`src/rtl/hdmi_tx_pkg.sv`:
```
// hdmi_tx_pkg: TMDS code constants, FSM states, pixel record and helpers shared by the HDMI framer.
package hdmi_tx_pkg;
  localparam int TMDS_W = 10;
  localparam logic [TMDS_W-1:0] CTL_00 = 10'b1101010100;
  localparam logic [TMDS_W-1:0] CTL_01 = 10'b0010101011;
  localparam logic [TMDS_W-1:0] CTL_10 = 10'b0101010100;
  localparam logic [TMDS_W-1:0] CTL_11 = 10'b1010101011;
  localparam logic [TMDS_W-1:0] GUARD_02 = 10'b1011001100;
  localparam logic [TMDS_W-1:0] GUARD_1 = 10'b0100110011;
  localparam logic [TMDS_W-1:0] CLK_PAT = 10'b0000011111;
  localparam logic [1:0] ST_CTRL = 2'd0;
  localparam logic [1:0] ST_PRE = 2'd1;
  localparam logic [1:0] ST_GUARD = 2'd2;
  localparam logic [1:0] ST_VIDEO = 2'd3;
  typedef struct packed {
    logic [23:0] rgb;
    logic hs;
    logic vs;
    logic de;
  } pix_t;
  function automatic logic [TMDS_W-1:0] ctl_code(input logic [1:0] c);
    return c == 2'b00 ? CTL_00 : c == 2'b01 ? CTL_01 : c == 2'b10 ? CTL_10 : CTL_11;
  endfunction
  function automatic logic [3:0] ones8(input logic [7:0] d);
    logic [3:0] n;
    n = '0;
    for (int i = 0; i < 8; i++) n += 4'(d[i]);
    return n;
  endfunction
endpackage

```
`src/rtl/hdmi_tmds_chan.sv`:
```
// hdmi_tmds_chan: one TMDS data channel -- 8b/10b video encode with running disparity and symbol mux.
import hdmi_tx_pkg::*;
module hdmi_tmds_chan (
  input  logic              clk,
  input  logic              rst,
  input  logic [1:0]        sel,
  input  logic [1:0]        ctl,
  input  logic [TMDS_W-1:0] guard,
  input  logic [7:0]        data,
  output logic [TMDS_W-1:0] sym
);
  logic xnor_m;
  logic [8:0] qm;
  logic [3:0] n1, n1q;
  logic signed [4:0] disp, disp_n, bal;
  logic [TMDS_W-1:0] vid;
  always_comb begin
    n1 = ones8(data);
    xnor_m = n1 > 4'd4 || (n1 == 4'd4 && !data[0]);
    // qm[i] is the parity of data[i:0], inverted on odd stages of the XNOR chain
    for (int i = 0; i < 8; i++) qm[i] = ^(data & (8'hFF >> (7 - i))) ^ (xnor_m && i % 2 == 1);
    qm[8] = ~xnor_m;
    n1q = ones8(qm[7:0]);
    bal = $signed({n1q, 1'b0}) - 5'sd8;
    if (disp == 5'sd0 || bal == 5'sd0) begin
      vid = {~qm[8], qm[8], qm[8] ? qm[7:0] : ~qm[7:0]};
      disp_n = qm[8] ? disp + bal : disp - bal;
    end else if ((disp > 5'sd0) == (bal > 5'sd0)) begin
      vid = {1'b1, qm[8], ~qm[7:0]};
      disp_n = disp + (qm[8] ? 5'sd2 : 5'sd0) - bal;
    end else begin
      vid = {1'b0, qm[8], qm[7:0]};
      disp_n = disp - (qm[8] ? 5'sd0 : 5'sd2) + bal;
    end
  end
  always_ff @(posedge clk or posedge rst)
    if (rst) begin
      sym <= CTL_00;
      disp <= 5'sd0;
    end else begin
      sym <= sel == ST_VIDEO ? vid : sel == ST_GUARD ? guard : ctl_code(ctl);
      disp <= sel == ST_VIDEO ? disp_n : 5'sd0;
    end
endmodule

```
`src/rtl/hdmi_tx_framer.sv`:
```
// hdmi_tx_framer: HDMI/DVI link framer -- delays pixels by the preamble+guard lead so the live de
// can announce each line, inserts preamble and guard band, and drives three TMDS channels.
import hdmi_tx_pkg::*;
module hdmi_tx_framer #(
  parameter int PREAMBLE_LEN = 8,
  parameter int GUARD_LEN = 2,
  parameter int HDMI_MODE = 1
) (
  input  logic              pixel_clk,
  input  logic              rst,
  input  logic              display_en,
  input  logic [23:0]       rgb,
  input  logic              hs,
  input  logic              vs,
  input  logic              de,
  output logic [TMDS_W-1:0] sym_0,
  output logic [TMDS_W-1:0] sym_1,
  output logic [TMDS_W-1:0] sym_2,
  output logic [TMDS_W-1:0] sym_clk,
  output logic              gap_err
);
  localparam int LEAD = PREAMBLE_LEN + GUARD_LEN;
  pix_t dly [LEAD];
  pix_t dd;
  logic [4:0] low_run;
  logic [3:0] cnt;
  logic [1:0] st, cur;
  logic rise, live;
  assign dd = dly[LEAD-1];
  assign rise = de && !dly[0].de;
  assign live = HDMI_MODE != 0 && display_en && rise;
  assign sym_clk = CLK_PAT;
  // cur is the state of the symbol being built this cycle; st remembers it for counting
  always_comb begin
    cur = st == ST_PRE ? (cnt < 4'(PREAMBLE_LEN) ? ST_PRE : GUARD_LEN > 0 ? ST_GUARD : ST_VIDEO)
        : st == ST_GUARD ? (cnt < 4'(GUARD_LEN) ? ST_GUARD : ST_VIDEO)
        : dd.de ? ST_VIDEO : ST_CTRL;
    cur = !display_en ? ST_CTRL : (live && low_run >= 5'(LEAD)) ? ST_PRE : cur;
  end
  always_ff @(posedge pixel_clk or posedge rst)
    if (rst) begin
      st <= ST_CTRL;
      cnt <= '0;
      low_run <= '0;
      gap_err <= 1'b0;
      for (int i = 0; i < LEAD; i++) dly[i] <= '0;
    end else begin
      st <= cur;
      cnt <= cur != st ? 4'd1 : cnt + 4'd1;
      low_run <= de ? 5'd0 : low_run == 5'(LEAD) ? low_run : low_run + 5'd1;
      if (live && low_run < 5'(LEAD)) gap_err <= 1'b1;
      dly[0] <= {rgb, hs, vs, de};
      for (int i = 1; i < LEAD; i++) dly[i] <= dly[i-1];
    end
  hdmi_tmds_chan u_ch0 (
    .clk(pixel_clk), .rst(rst), .sel(cur), .ctl(display_en ? {dd.vs, dd.hs} : 2'b00),
    .guard(GUARD_02), .data(dd.rgb[7:0]), .sym(sym_0)
  );
  hdmi_tmds_chan u_ch1 (
    .clk(pixel_clk), .rst(rst), .sel(cur), .ctl(cur == ST_PRE ? 2'b01 : 2'b00),
    .guard(GUARD_1), .data(dd.rgb[15:8]), .sym(sym_1)
  );
  hdmi_tmds_chan u_ch2 (
    .clk(pixel_clk), .rst(rst), .sel(cur), .ctl(2'b00),
    .guard(GUARD_02), .data(dd.rgb[23:16]), .sym(sym_2)
  );
endmodule
```
`config.mk`:
```
export PLATFORM = sky130hd
export DESIGN_NAME = hdmi_tx_framer
export DESIGN_NICKNAME = d
export VERILOG_FILES = /design/src/rtl/hdmi_tx_pkg.sv /design/src/rtl/hdmi_tmds_chan.sv /design/src/rtl/hdmi_tx_framer.sv
export SDC_FILE = /design/constraint.sdc
export NUM_CORES = 1
export LEC_CHECK = 0
export ABC_AREA = 1
export BUFFER_PORTS_ARGS = -buffer_cell sky130_fd_sc_hd__buf_2
export CORE_UTILIZATION = 55
export CTS_CLUSTER_SIZE = 25
export DETAILED_ROUTE_END_ITERATION = 10
export PLACE_DENSITY = 0.75
export SYNTH_ARGS = -nofsm -noshare
export SYNTH_HDL_FRONTEND = slang
export SYNTH_HIERARCHICAL = 1
export SYNTH_SLANG_ARGS = --single-unit
export TNS_END_PERCENT = 50
```
`constraint.sdc`:
```
create_clock -name pixel_clk -period 7.7 [get_ports pixel_clk]
set_input_delay 0.385 -clock pixel_clk [delete_from_list [all_inputs] [get_ports pixel_clk]]
set_output_delay 0.385 -clock pixel_clk [all_outputs]
set_load 0.05 [all_outputs]
```
-- Word level (Yosys, flattened, before mapping)
Cells that the tools add are included.
Widths: inputs -> output; s select.
- flip-flop bits (word level): 327
- bits of input ports: 30
- output and inout bits: 41
- word-level logic and storage cells: 264
- $add $sub $neg: 65
- order comparisons: 13
- equal/unequal tests: 18
- multiplexer cells: 51
- bitwise logic cells: 18
- reductions and logical operators: 49
- operators by type and width (operator ; number):
    $reduce_xor 8->1 ; 24
    $mux 10 ; 17
    $add 4x1->4 ; 36
    $mux 5 ; 14
    $add 5x5->5 ; 9
    $sub 5x5->5 ; 9
    $gt 5x1->1 const B ; 6
    $logic_not 5->1 ; 6
    $mux 2 ; 13
    $mux 8 ; 3
    $not 8->8 ; 3
    $sub 5x5->5 const B ; 3
    $add 1x1->2 ; 6
    $eq 4x3->1 const B ; 3
    $gt 4x3->1 const B ; 3
    $xor 1x1->1 ; 12
    $mux 9 ; 1
    $eq 2x2->1 const B ; 4
    $logic_and 1x1->1 ; 7
    $eq 2x1->1 const B ; 3
    $logic_or 1x1->1 ; 6
    $add 5x1->5 const B ; 1
    $eq 5x4->1 const B ; 1
    $ge 5x4->1 const B ; 1
    14 further kinds ; 23

-- Longest topological paths before layout
- word-level depth: 24
- gate-level depth with buffers: 32

-- Cells and area by module
Netlist, hierarchy kept.
- by module, submodules not included (module ; instances ; cells each ; area an instance (um^2) ; sequential area each (um^2)):
    hdmi_tx_framer ; 1 ; 365 ; 7548.5 ; 7056.8
    hdmi_tmds_chan at u_ch0 ; 1 ; 306 ; 2094.5 ; 356.6
    hdmi_tmds_chan at u_ch2 ; 1 ; 283 ; 2045.7 ; 356.6
    hdmi_tmds_chan at u_ch1 ; 1 ; 289 ; 2030.7 ; 356.6

-- Least setup slack after synthesis
No wires, ideal clock.
- kind: flip-flop to flip-flop
- start point: register dly (netlist bit dd[13])
- end point: register u_ch1.disp[4]
- arrival: 5.883 ns
- data required time: 7.587 ns
- setup slack: 1.704 ns
- cell stages (with the launch flop): 31
- path buffers: 0
- cell sequence: dfrtp_1 > inv_1 > fa_1 > fa_1 > inv_1 > fa_1 > fa_1 > nor2_1 > nand2_1 > a21oi_2 > nand2_1 > nand2_1 > xor2_1 > fa_1 > inv_1 > ha_1 > inv_1 > fa_1 > ha_1 > inv_1 > o21ai_0 > inv_1 > ha_1 > inv_1 > o21ai_0 > a21o_1 > nand2_1 > nand3_1 > nand3_1 > nand2_1 > inv_1
- word-level cells in the longest chain between the ends: 23
- elaborated cells between the ends (all ways): 44
- those cells by class: add/sub (20); order compare (2); eq/ne (2); mux (6); bitwise (4); reduce/logical (10)
- RTL lines (what ; RTL line ; text):
    start, declared ; hdmi_tx_framer.sv:23 ; pix_t dly [LEAD];
    parallel branches: the longest is 21 deep, another holds $add 4x1->4 ; -- ;
    $mux 5 (*) ; hdmi_tmds_chan.sv:25 ; if (disp == 5'sd0 || bal == 5'sd0) begin
    $mux 5 (*) ; hdmi_tmds_chan.sv:42 ; disp <= sel == ST_VIDEO ? disp_n : 5'sd0;
    end signal, assigned ; hdmi_tmds_chan.sv:42 ;
    end, declared ; hdmi_tmds_chan.sv:15 ; logic signed [4:0] disp, disp_n, bal;
Every way passes the cells marked *.
A chain may end at the register's enable or synchronous reset.

-- Worst setup path in the final report
- start point: register dly (netlist bit dd[11])
- end point: register u_ch1.sym[7]
- word-level cells in the longest chain between the ends: 24
- elaborated cells between the ends (all ways): 41
- those cells by class: add/sub (15); order compare (2); eq/ne (2); mux (4); bitwise (5); reduce/logical (13)
- RTL lines (what ; RTL line ; text):
    parallel branches: the longest is 22 deep, another holds $add 4x1->4 ; -- ;
    $mux 10 (*) ; hdmi_tmds_chan.sv:25 ;
    $mux 10 (*) ; hdmi_tmds_chan.sv:41 ; sym <= sel == ST_VIDEO ? vid : sel == ST_GUARD ? guard : ctl_code(ctl);
    end signal, assigned ; hdmi_tmds_chan.sv:41 ;
    end, declared ; hdmi_tmds_chan.sv:10 ; output logic [TMDS_W-1:0] sym
Marks and branches as above.

==> results.md <==
* Average wire per standard cell at 12.6 um
* Area growth syn-to-layout at 16.2%
* Core box area at 0.0244 mm^2
* First-pass GRT wire length at 38.6 mm
* Cts bufs inserted at 34
* Max Fclk at 149 MHz
* Vias at 8313
* Synth Register Bits at 324
* Ys async rst share at 100%
* Clock transition at path regs at 0.06 ns
* Final instance area at 0.0159 mm^2
* Final period util at 87.2%
* Unrepaired setup endpoints after global routing: no
* Slew Limit Fails at 0
* Die ar. at 0.0256 mm^2
* Gr usage total at 18.6%
* Top cells by area, synth: dfrtp_1 56%, ha_1 8.5%, nand2_1 7.4%
* Synthesis Warnings at 6
* Ports at 71
* Clock tree buffer depth at 3
* Final #Nets at 1546
* CTS tree: yes
* Layout Skew at 0.0247 ns
* CTS root buffer: clkbuf_16
* Largest net degree at the start of global routing at 168
* Synth Instances at 1243
* Slew HR at 33.0%
* Crit path kind: reg -> reg
* DP HPWL at 15.0 mm
* Final min period at 6.71 ns
* # fillers at 1898
* Placed Area at 0.0145 mm^2
* Buffers on Ports at 60
* Required time worst endpoint at 8.10 ns
* Arrival time worst endpoint at 7.11 ns
* Most frequent cell after synthesis: dfrtp_1
* Initial Util at 56.2%
* Post-route ant nets at 0
* WL final at 22.1 mm
* Hold Path Class: in -> reg
* CP startpoint kind: flop
* Pre-antenna DRT Iters at 5
* Final setup violation count at 0
* EDFF count, synth at 0
* Cell family with most CP delay: adder cells
* CP max stage delay at 0.50 ns
* Clock Sinks at 324
* Drt drc at 0
* Utilization after layout at 65.4%
* Vias in the first global route at 8428
* Outcome: finished clean
* Synth area leader: dfrtp_1
* RD Place Congestion at 0.843
* Most frequent cells after synthesis: 309 x dfrtp_1, 271 x nand2_1, 163 x inv_1, 93 x ha_1, 75 x nand3_1
* CP Capture Type: flop
* Final worst slack at 0.989 ns
* Share of cells above drive strength 1 at 15.2%
* Site row count at 57
* Initial drt markers at 440
* FF-to-FF setup slack at 0.99 ns
* Post-Syn Area at 0.0137 mm^2
* Syn avg cell area at 11.0 um^2
* Number of diodes at 0
* Top-area cell type share of the netlist area at 56.4%
* Synth unique cells at 43
* Clk_lat worst skew at 0.52 ns
* Placement Setup Slack at 1.04 ns
* Vias per cell at 4.77
* Least-Margin Pin Slew at 1.00 ns
* Crit Path Max Fanout at 10
* Initial antenna violation count at 0
* WP buf/inv at 6
* Aggregate global routing overflow at 0
* Die X at 160 um
* Top FF cell, synth: dfrtp_1
* Die H at 160 um
* Critical path's slowest cell: xnor2_1
* Max_cap viols at 0
* Htree depth at 2
* Setup TNS Final at 0 ns
* Seq/Total Area, Yosys at 59.2%
* Hold Violations, Final at 0
==> state kept, by name, indices dropped and copies added (netlist names) <==
signal,count
dly,243
dd,27
u_ch0/sym,10
u_ch1/sym,10
u_ch2/sym,10
low_run,5
cnt,4
u_ch0/disp,4
u_ch1/disp,4
u_ch2/disp,4
st,2
gap_err,1
==> worst register-to-register path: stages, from the launching register on <==
cell and delay, ns:
dfrtp_1 0.47, ha_1 0.45, inv_2 0.11, fa_1 0.48
inv_1 0.05, fa_1 0.40, fa_1 0.44, nor2_1 0.11
nand2_1 0.10, a21oi_2 0.43, nand2_1 0.18, nand2_1 0.11
xor2_1 0.20, fa_1 0.44, inv_1 0.07, ha_1 0.17
inv_1 0.06, fa_1 0.38, xnor2_1 0.50, ha_1 0.36
xor2_1 0.23, inv_1 0.10, nor2_2 0.29, inv_1 0.16
nand2_2 0.13, nand3_1 0.08, nand3_1 0.07, nand2_1 0.05
==> cell usage in the layout, fill, tap and decap left out, types with 28 or more instances in the layout <==
cell       instances
dfrtp_1          309
inv_1            162
nand3_1           75
conb_1            47
a21oi_1           38
ha_1              93
nand2_1          271
nor2_1            52
xor2_1            28
buf_2             60
clkbuf_16         34
nand2_2           36
==> worst paths after layout <==
| path | startpoint | endpoint | cells past startpoint |
|---|---|---|---|
| min reg2reg | dly[157] | dly[130] | 0 |
| max in group asynchronous | rst | dly[143] | 4 |
| max | dd[11] | u_ch1/sym[7] | 27 |
| min | de | dly[243] | 1 |
| min in group asynchronous | rst | u_ch0/disp[2] | 3 |
| max reg2reg | dd[11] | u_ch1/sym[7] | 27 |
==> layer usage <==
layer	GRT usage [%]	up-vias	wire length [um]
li1	-	4147	-
met1	24.7	3952	10100
met2	31.0	171	10500
met3	3.48	43	983
met4	5.97	0	471
met5	0	-	0
==> area by class of cell <==
class / count / area [um^2] / area share, %
Timing Repair Buffer: 89 / 598 / 3.75
Sequential cell: 324 / 8130 / 51.0
Multi-Input combinational cell: 774 / 4990 / 31.3
Tap cell: 324 / 405 / 2.54
Inverter: 173 / 653 / 4.10
Clock buffer: 46 / 966 / 6.06
Clock inverter: 14 / 201 / 1.26
==> cell families (layout without fill, tap and decap cells) <==
kind of cell / Yosys count / count (layout) / share of synthesized area [%]
flops: 324 / 324 / 59.2
xor+xnor: 41 / 41 / 2.78
fa+ha+maj: 120 / 120 / 12.4
other cells: 2 / 47 / 0.0547
buf+inv: 190 / 322 / 5.62
compound gates: 98 / 98 / 4.47
simple gates: 468 / 468 / 15.4
==> timing repair <==
action	in CTS	in global routing
endpoints found under the hold margin	53	0
resized for setup	0	0
buffers inserted	0	0
hold buffers	27	0
==> metrics by stage <==
stage,hold WS [ns],cells
final,0.0627,1744
after global routing,0.0405,1744
after CTS,0.0423,1744
after detailed placement,0.335,1657
after global placement,0.331,1657
after floorplan,0.271,1288
Power is not shown: default switching activity piles up to over one toggle a cycle in this logic, so the estimate is an artifact.
